File: config.mk
export PLATFORM = sky130hd
export DESIGN_NAME = rapid_register_file
export DESIGN_NICKNAME = d
export VERILOG_FILES = /design/src/rtl/rapid_pkg.sv /design/src/rtl/regfile_read_port.sv /design/src/rtl/rapid_register_file.sv
export SDC_FILE = /design/constraint.sdc
export NUM_CORES = 2
export LEC_CHECK = 0
export ABC_CLOCK_PERIOD_IN_PS = 3900
export CAP_MARGIN = 20
export CORE_MARGIN = 8
export CORE_UTILIZATION = 45
export DETAILED_ROUTE_END_ITERATION = 6
export PLACE_DENSITY = 0.71
export SYNTH_ARGS = -nofsm -noshare
export SYNTH_HDL_FRONTEND = slang
export SYNTH_SLANG_ARGS = --single-unit
File: constraint.sdc
create_clock -name i_clk -period 3.9 [get_ports i_clk]
set_clock_uncertainty 0.05 [all_clocks]
set_input_delay 0.975 -clock i_clk [delete_from_list [all_inputs] [get_ports i_clk]]
set_output_delay 0.975 -clock i_clk [all_outputs]
set_load 0.05 [all_outputs]
File: src/rtl/rapid_pkg.sv
// Shared widths and types for the rapid core register file.
package rapid_pkg;

   localparam int XLEN       = 32;
   localparam int REG_ADDR_W = 5;
   localparam int NUM_REGS   = 32;

   typedef logic [XLEN-1:0]       word_t;
   typedef logic [REG_ADDR_W-1:0] reg_addr_t;

endpackage

File: src/rtl/regfile_read_port.sv
// One combinational read port of the rapid register file; x0 and a low enable both read zero.
// Optional write-through forwarding is compiled in with RAPID_REGFILE_BYPASS_EN.
module regfile_read_port #(
   parameter int DATA_W = 32,
   parameter int ADDR_W = 5
) (
   input  logic [ADDR_W-1:0]                 i_idx,
   input  logic                              i_en,
   input  logic [2**ADDR_W-1:1][DATA_W-1:0]  i_regs,
`ifdef RAPID_REGFILE_BYPASS_EN
   input  logic [ADDR_W-1:0]                 i_wr_idx,
   input  logic [DATA_W-1:0]                 i_wr_data,
`endif
   output logic [DATA_W-1:0]                 o_data
);

   // A zero i_wr_idx means no write this cycle, so it can never match a nonzero index.
   always_comb begin
      o_data = '0;
      if (i_en && (i_idx != '0)) begin
         o_data = i_regs[i_idx];
`ifdef RAPID_REGFILE_BYPASS_EN
         if (i_wr_idx == i_idx) begin
            o_data = i_wr_data;
         end
`endif
      end
   end

endmodule

File: src/rtl/rapid_register_file.sv
// RV32 integer register file: 31 stored registers (x0 hardwired to zero), two gated read ports.
// Define RAPID_REGFILE_BYPASS_EN to forward same-cycle write data to matching reads.
module rapid_register_file
   import rapid_pkg::*;
#(
   parameter int DATA_W = XLEN,
   parameter int ADDR_W = REG_ADDR_W
) (
   input  logic              i_clk,
   input  logic              i_reset,
   input  logic              i_rs1_out,
   input  logic              i_rs2_out,
   input  logic [ADDR_W-1:0] i_rs1,
   input  logic [ADDR_W-1:0] i_rs2,
   input  logic [ADDR_W-1:0] i_rd,
   input  logic [DATA_W-1:0] i_rd_data,
   output logic [DATA_W-1:0] o_rs1_data,
   output logic [DATA_W-1:0] o_rs2_data
);

   localparam int NUM_ENTRIES = 2**ADDR_W;

   logic [NUM_ENTRIES-1:1][DATA_W-1:0] regs_q;
   logic [NUM_ENTRIES-1:1][DATA_W-1:0] regs_d;

   always_comb begin
      regs_d = regs_q;
      if (i_rd != '0) begin
         regs_d[i_rd] = i_rd_data;
      end
   end

   always_ff @(posedge i_clk or negedge i_reset) begin
      if (!i_reset) begin
         regs_q <= '0;
      end else begin
         regs_q <= regs_d;
      end
   end

`ifdef RAPID_REGFILE_BYPASS_EN
   // Forwarding is suppressed in reset so the ports still read zero while storage is held clear.
   logic [ADDR_W-1:0] wr_idx;
   assign wr_idx = i_reset ? i_rd : '0;
`endif

   regfile_read_port #(
      .DATA_W (DATA_W),
      .ADDR_W (ADDR_W)
   ) u_rs1_port (
      .i_idx     (i_rs1),
      .i_en      (i_rs1_out),
      .i_regs    (regs_q),
`ifdef RAPID_REGFILE_BYPASS_EN
      .i_wr_idx  (wr_idx),
      .i_wr_data (i_rd_data),
`endif
      .o_data    (o_rs1_data)
   );

   regfile_read_port #(
      .DATA_W (DATA_W),
      .ADDR_W (ADDR_W)
   ) u_rs2_port (
      .i_idx     (i_rs2),
      .i_en      (i_rs2_out),
      .i_regs    (regs_q),
`ifdef RAPID_REGFILE_BYPASS_EN
      .i_wr_idx  (wr_idx),
      .i_wr_data (i_rd_data),
`endif
      .o_data    (o_rs2_data)
   );

endmodule

# Yosys cells after proc, flatten, opt, wreduce, memory -nomap -nowiden
# Index checks and enable logic that the tools add are counted.
# word_totals
word_cells	50
out_inout_bits	64
reg_bits	992
input_bits	51
# classes
magnitude_cmp	4
mux	9
reduce_logical	6
# ops
cell	n
$bwmux 992	1
$bmux 32 s5	2
$demux 32 s5	1
$mux 32	5
$lt 5x6->1 const B	3
$reduce_bool 5->1	3
$ge 5x1->1 const B	1
$logic_and 1x1->1	3

# Logic depth before layout (Yosys ltp)
# logic_depth
depth_word	5
depth_mapped	9
ltp_nobuf	5

# By module
# A second synthesis with hierarchy kept.
# unflattened
hier_cells	3694
area_unflattened_um2	53729.0
# by_module_without_submodules
module	instances	cells_per_inst	seq_area_each_um2	area_each_um2
rapid_register_file	1	2224	24823.8	37060.5
regfile_read_port	2	735	0.0	8334.2

# Worst setup path before layout
# OpenSTA, ideal clock, no wires.
# synth_timing
kind	input to output
start	input port i_rs2[0]
end	output port o_rs2_data[3]
required_time_ns	2.875
cell_stages	8
slack_ns	-0.058
arrival_ns	2.933
n_path_buf	3
path_cell_list	buf_6 -> buf_6 -> nor2b_1 -> clkbuf_1 -> a221oi_1 -> a221oi_1 -> a221oi_1 -> a21oi_1
# synth_between
elab_chain_len	3
elab_cells_between_ends	5
classes_between	3 x mux; 2 x reduce/logical
# synth_lines
item	line_no	source
start: declaration	rapid_register_file.sv:14	input logic [ADDR_W-1:0] i_rs2,
$bmux 32 s5 or $reduce_bool 5->1 (tied branches)	regfile_read_port.sv:21, regfile_read_port.sv:20	
$mux 32 (not written as such) or $logic_and 1x1->1 (tied branches)	regfile_read_port.sv:21, regfile_read_port.sv:20	
$mux 32 (*)	regfile_read_port.sv:20	if (i_en && (i_idx != '0)) begin
end: declaration	rapid_register_file.sv:18	output logic [DATA_W-1:0] o_rs2_data
# Every way passes the cells marked *; elsewhere a longest branch is shown, timed or not. The select of a mux whose other input is x is not followed.

# Worst setup path after layout
# layout_timing
start	input port i_rs2[0]
end	output port o_rs2_data[24]
# The elaborated chain is that of the path after synthesis.

==> results.txt <==
----------------------------------------------------
[Outcome]
  Run status ... finished with violations
  Violations in the final reports ... setup timing

[Finish]
  Layout overhead on the synthesized area ... 20.6%
  Highest-count cells in the layout ignoring fill and taps ... 1148 x mux2_2, 992 x dfrtp_1, 398 x mux4_2
  Share of post-route cells with drive strength above 1 ... 0.594
  Leading registers by flop count ... regs_q: 992 flops
  Net count, final ... between 3000 and 4000
  Final cell area excluding filler cells ... roughly 64000 µm²
  Most common cell after layout, fill and taps aside ... mux2_2
  End-of-flow core utilization ... 0.546
  Non-filler cells, final ... about 5500
  Flip-flop count of the largest register after layout ... about 1000
  Register with the highest flop count ... regs_q

[Critical path]
  Reg-to-reg slack, setup ... around 3.0 ns
  Launching element type of the critical path ... primary input
  Start of the worst register-to-register path ... regs_q[371]$_DFFE_PN0P_
  Critical path data arrival time ... 2.89 ns
  Endpoint of the worst-slack reg-to-reg timing path ... regs_q[371]$_DFFE_PN0P_
  Largest driver fanout on the critical path ... 14
  Startpoint-to-endpoint class of the critical path ... primary input to output port
  Depth of the worst register-to-register path ... 1
  Worst path required time ... about 2.9 ns
  Type of element capturing the critical path ... output port
  Worst Setup SP ... i_rs2[0]

[Clock tree]
  Total clock buffers created by CTS ... between 90 and 100
  Skew-Pair Late Insertion Delay ... between 0.6 and 0.7 ns
  H-tree lvl count ... 3
  TritonCTS clock tree ... done
  Cell at the root of the clock tree ... clkbuf_16
  Buffer depth of the longest clock path ... 3
  Post-CTS clock slew at the launch and capture registers of the worst setup and hold paths ... around 0.050 ns
  Sinks on Clock Net ... a little under 1000

[Route]
  1st-pass router iterations ... 5
  Overall via count from detail_route ... around 36000
  Total wire length ... 167000 µm
  DR DRC count ... 0
  DR iter-0 viols ... around 3600
  DR vias/cell ... approximately 6.6
  Average wire per cell in the routed design ... a little over 30 µm
  Count of antenna-violating nets left after detailed routing ... 0

[Global routing]
  Global Route Usage Sum ... 0.252
  Antenna violations before repair ... 5
  Pin count of the biggest net entering global routing ... between 100 and 150
  Leftover overflow at the end of global routing ... 0
  Vias in the first global route ... 37886
  Global-route wire length before repair ... about 250000 µm

[STA]
  Setup repair after global routing missed its margin ... true
  Setup-failing EPs final ... 1
  Worst hold slack across all endpoints ... ~0.28 ns
  Remaining max-slew budget at the tightest pin ... 0.255
  Final worst path period need ... about 4 ns
  Setup slack after layout ... -0.0178 ns
  Aggregate negative setup slack ... -0.0178 ns
  Highest clock rate ... 255 MHz
  Portion of the clock cycle consumed by the worst path in the final layout ... 1.00
  Slew @ Worst Pin ... between 1 and 1.5 ns
  Endpoints failing hold ... 0
  Final Slew Violations ... 0

[Logic synthesis]
  Post-synthesis instance area ... 53400 µm²
  Most used flip-flop cell after synthesis ... dfrtp_1
  Synth Area in XOR/XNOR ... 0
  Share of the synthesized area in compound gates (AO/OA/AOI/OAI) ... 0.0386
  Cells after synthesis ... between 3000 and 4000
  Count of warnings emitted by yosys ... 0
  Fraction of synthesized area in multiplexers ... 0.434
  Synthesized Nets ... roughly 3700
  Mean area per synthesized cell ... ~15 µm²
  Adder-cell share of the synthesized area ... 0
  Number of flops mapped to enable cells by yosys ... 0
  Flop and latch count out of synthesis ... around 1000
  Combinational family with the most area after synthesis ... multiplexers
  Post-synthesis cell type count ... 41
  Share of synthesized registers carrying an async set or reset ... 1.00
  Part of the Yosys area used for sequential elements ... 0.465
  Area share of and/or/nand/nor cells after synthesis ... 0.0265

[Power and ir drop]
  Peak supply drop ... about 0.35 mV
  Ratio of total power to cell area ... 511 nW/µm²
  Static leakage power ... ~27 nW

[Placed design]
  Placed cell areas ... about 60000 µm²
  Count of input and output buffers ... about 110
  GP Congestion ... between 0.8 and 0.9
  Placed cell count ... between 5000 and 6000
  Detailed-placement wirelength estimate ... roughly 110000 µm

[Die]
  Effective utilization at floorplan ... 0.453
  Area of the placeable core ... roughly 120000 µm²
  Vert. Die Dim ... 360 µm
  Total I/O pin count ... 115
  Core Rows ... approximately 130
  DIE AREA ... approximately 130000 µm²
  Die Span X ... around 360 µm

[Worst hold path]
  Type of the worst min-delay path ... primary input to asynchronous set/reset pin

[Run]
  Max-cap violations ... 0

----------------------------------------------------
[kinds of logic after synthesis]
logic type | Yosys count
mux | 1674
flops | 992
compound gates | 283
simple gates | 311
buf+inv | 406
[synth_stat cells (15+ instances only)]
library cell,count,share of area
a21oi_1,73,0.0068
nand2_1,77,0.0054
o22ai_1,27,0.0032
mux2i_1,112,0.021
clkbuf_1,182,0.013
a221oi_1,119,0.020
buf_2,167,0.016
o21ai_0,17,0.0016
nor3_1,90,0.0084
nor2b_1,27,0.0032
mux4_2,398,0.17
mux2_1,16,0.0034
nor2_1,92,0.0065
mux2_2,1148,0.24
buf_1,16,0.0011
dfrtp_1,992,0.47
a22oi_1,15,0.0021
buf_4,27,0.0038
[critical path, cell delays in order]
cell and delay (ns):
buf_16 0.17, buf_16 0.20, nor2b_4 0.06, buf_12 0.15, buf_4 0.20, a221oi_1 0.39
nor3_2 0.09, nor3_2 0.24, buf_4 0.16, a21oi_2 0.05, buf_12 0.17
[per-stage QoR]
stage	setup slack [ns]	power, mW
6_report	-0.0178	32.9
4_1_cts	0.00115	32.7
5_1_grt	-0.0670	34.2
3_3_place_gp	-0.426	22.5
2_1_floorplan	0.00638	19.9
3_5_place_dp	-0.445	22.9
[power breakdown]
part | internal, mW | leakage [nW] | switching, mW
combinational | 5.18 | 13.0 | 3.50
sequential | 12.7 | 12.2 | 1.79
clock | 5.65 | 1.62 | 4.08
total | 23.5 | 26.8 | 9.36
[layout make-up]
type                    instances  area [µm²]
diodes                          1        2.50
clock buffers                 149        2990
clock inverters                24         274
fillers                      9381       53500
inverters                       6        23.8
multi-input cells            2268       27400
flip-flops and latches        992       24800
well taps                    1536        1920
repair buffers                560        6920
[how the worst max path moves through the flow]
stage | end | slack, ns | cells after the start
2_1_floorplan | o_rs2_data[13] | 0.006 | 9
6_report | o_rs2_data[24] | -0.02 | 11
5_1_grt | o_rs2_data[24] | -0.07 | 11
3_5_place_dp | o_rs1_data[0] | -0.45 | 8
4_1_cts | o_rs2_data[3] | 0.001 | 8
3_3_place_gp | o_rs1_data[0] | -0.43 | 8
[metal layers]
layer | vias up | routed length, µm | GRT usage
li1 | 14636 | - | -
met1 | 19455 | 68400 | 0.347
met2 | 1776 | 77800 | 0.393
met3 | 426 | 14000 | 0.0465
met4 | 4 | 7250 | 0.104
met5 | - | 25 | 0
[what timing repair did]
item                       4_1_cts  5_1_grt
hold endpoints to repair         0        0
gates resized for setup         89       81
pin swaps                        6       11
cloned                           3        4
hold buffers                     0        0
setup endpoints to repair       62       52
setup buffers                   10       26
No activity file was read; power rests on OpenSTA's default activity.
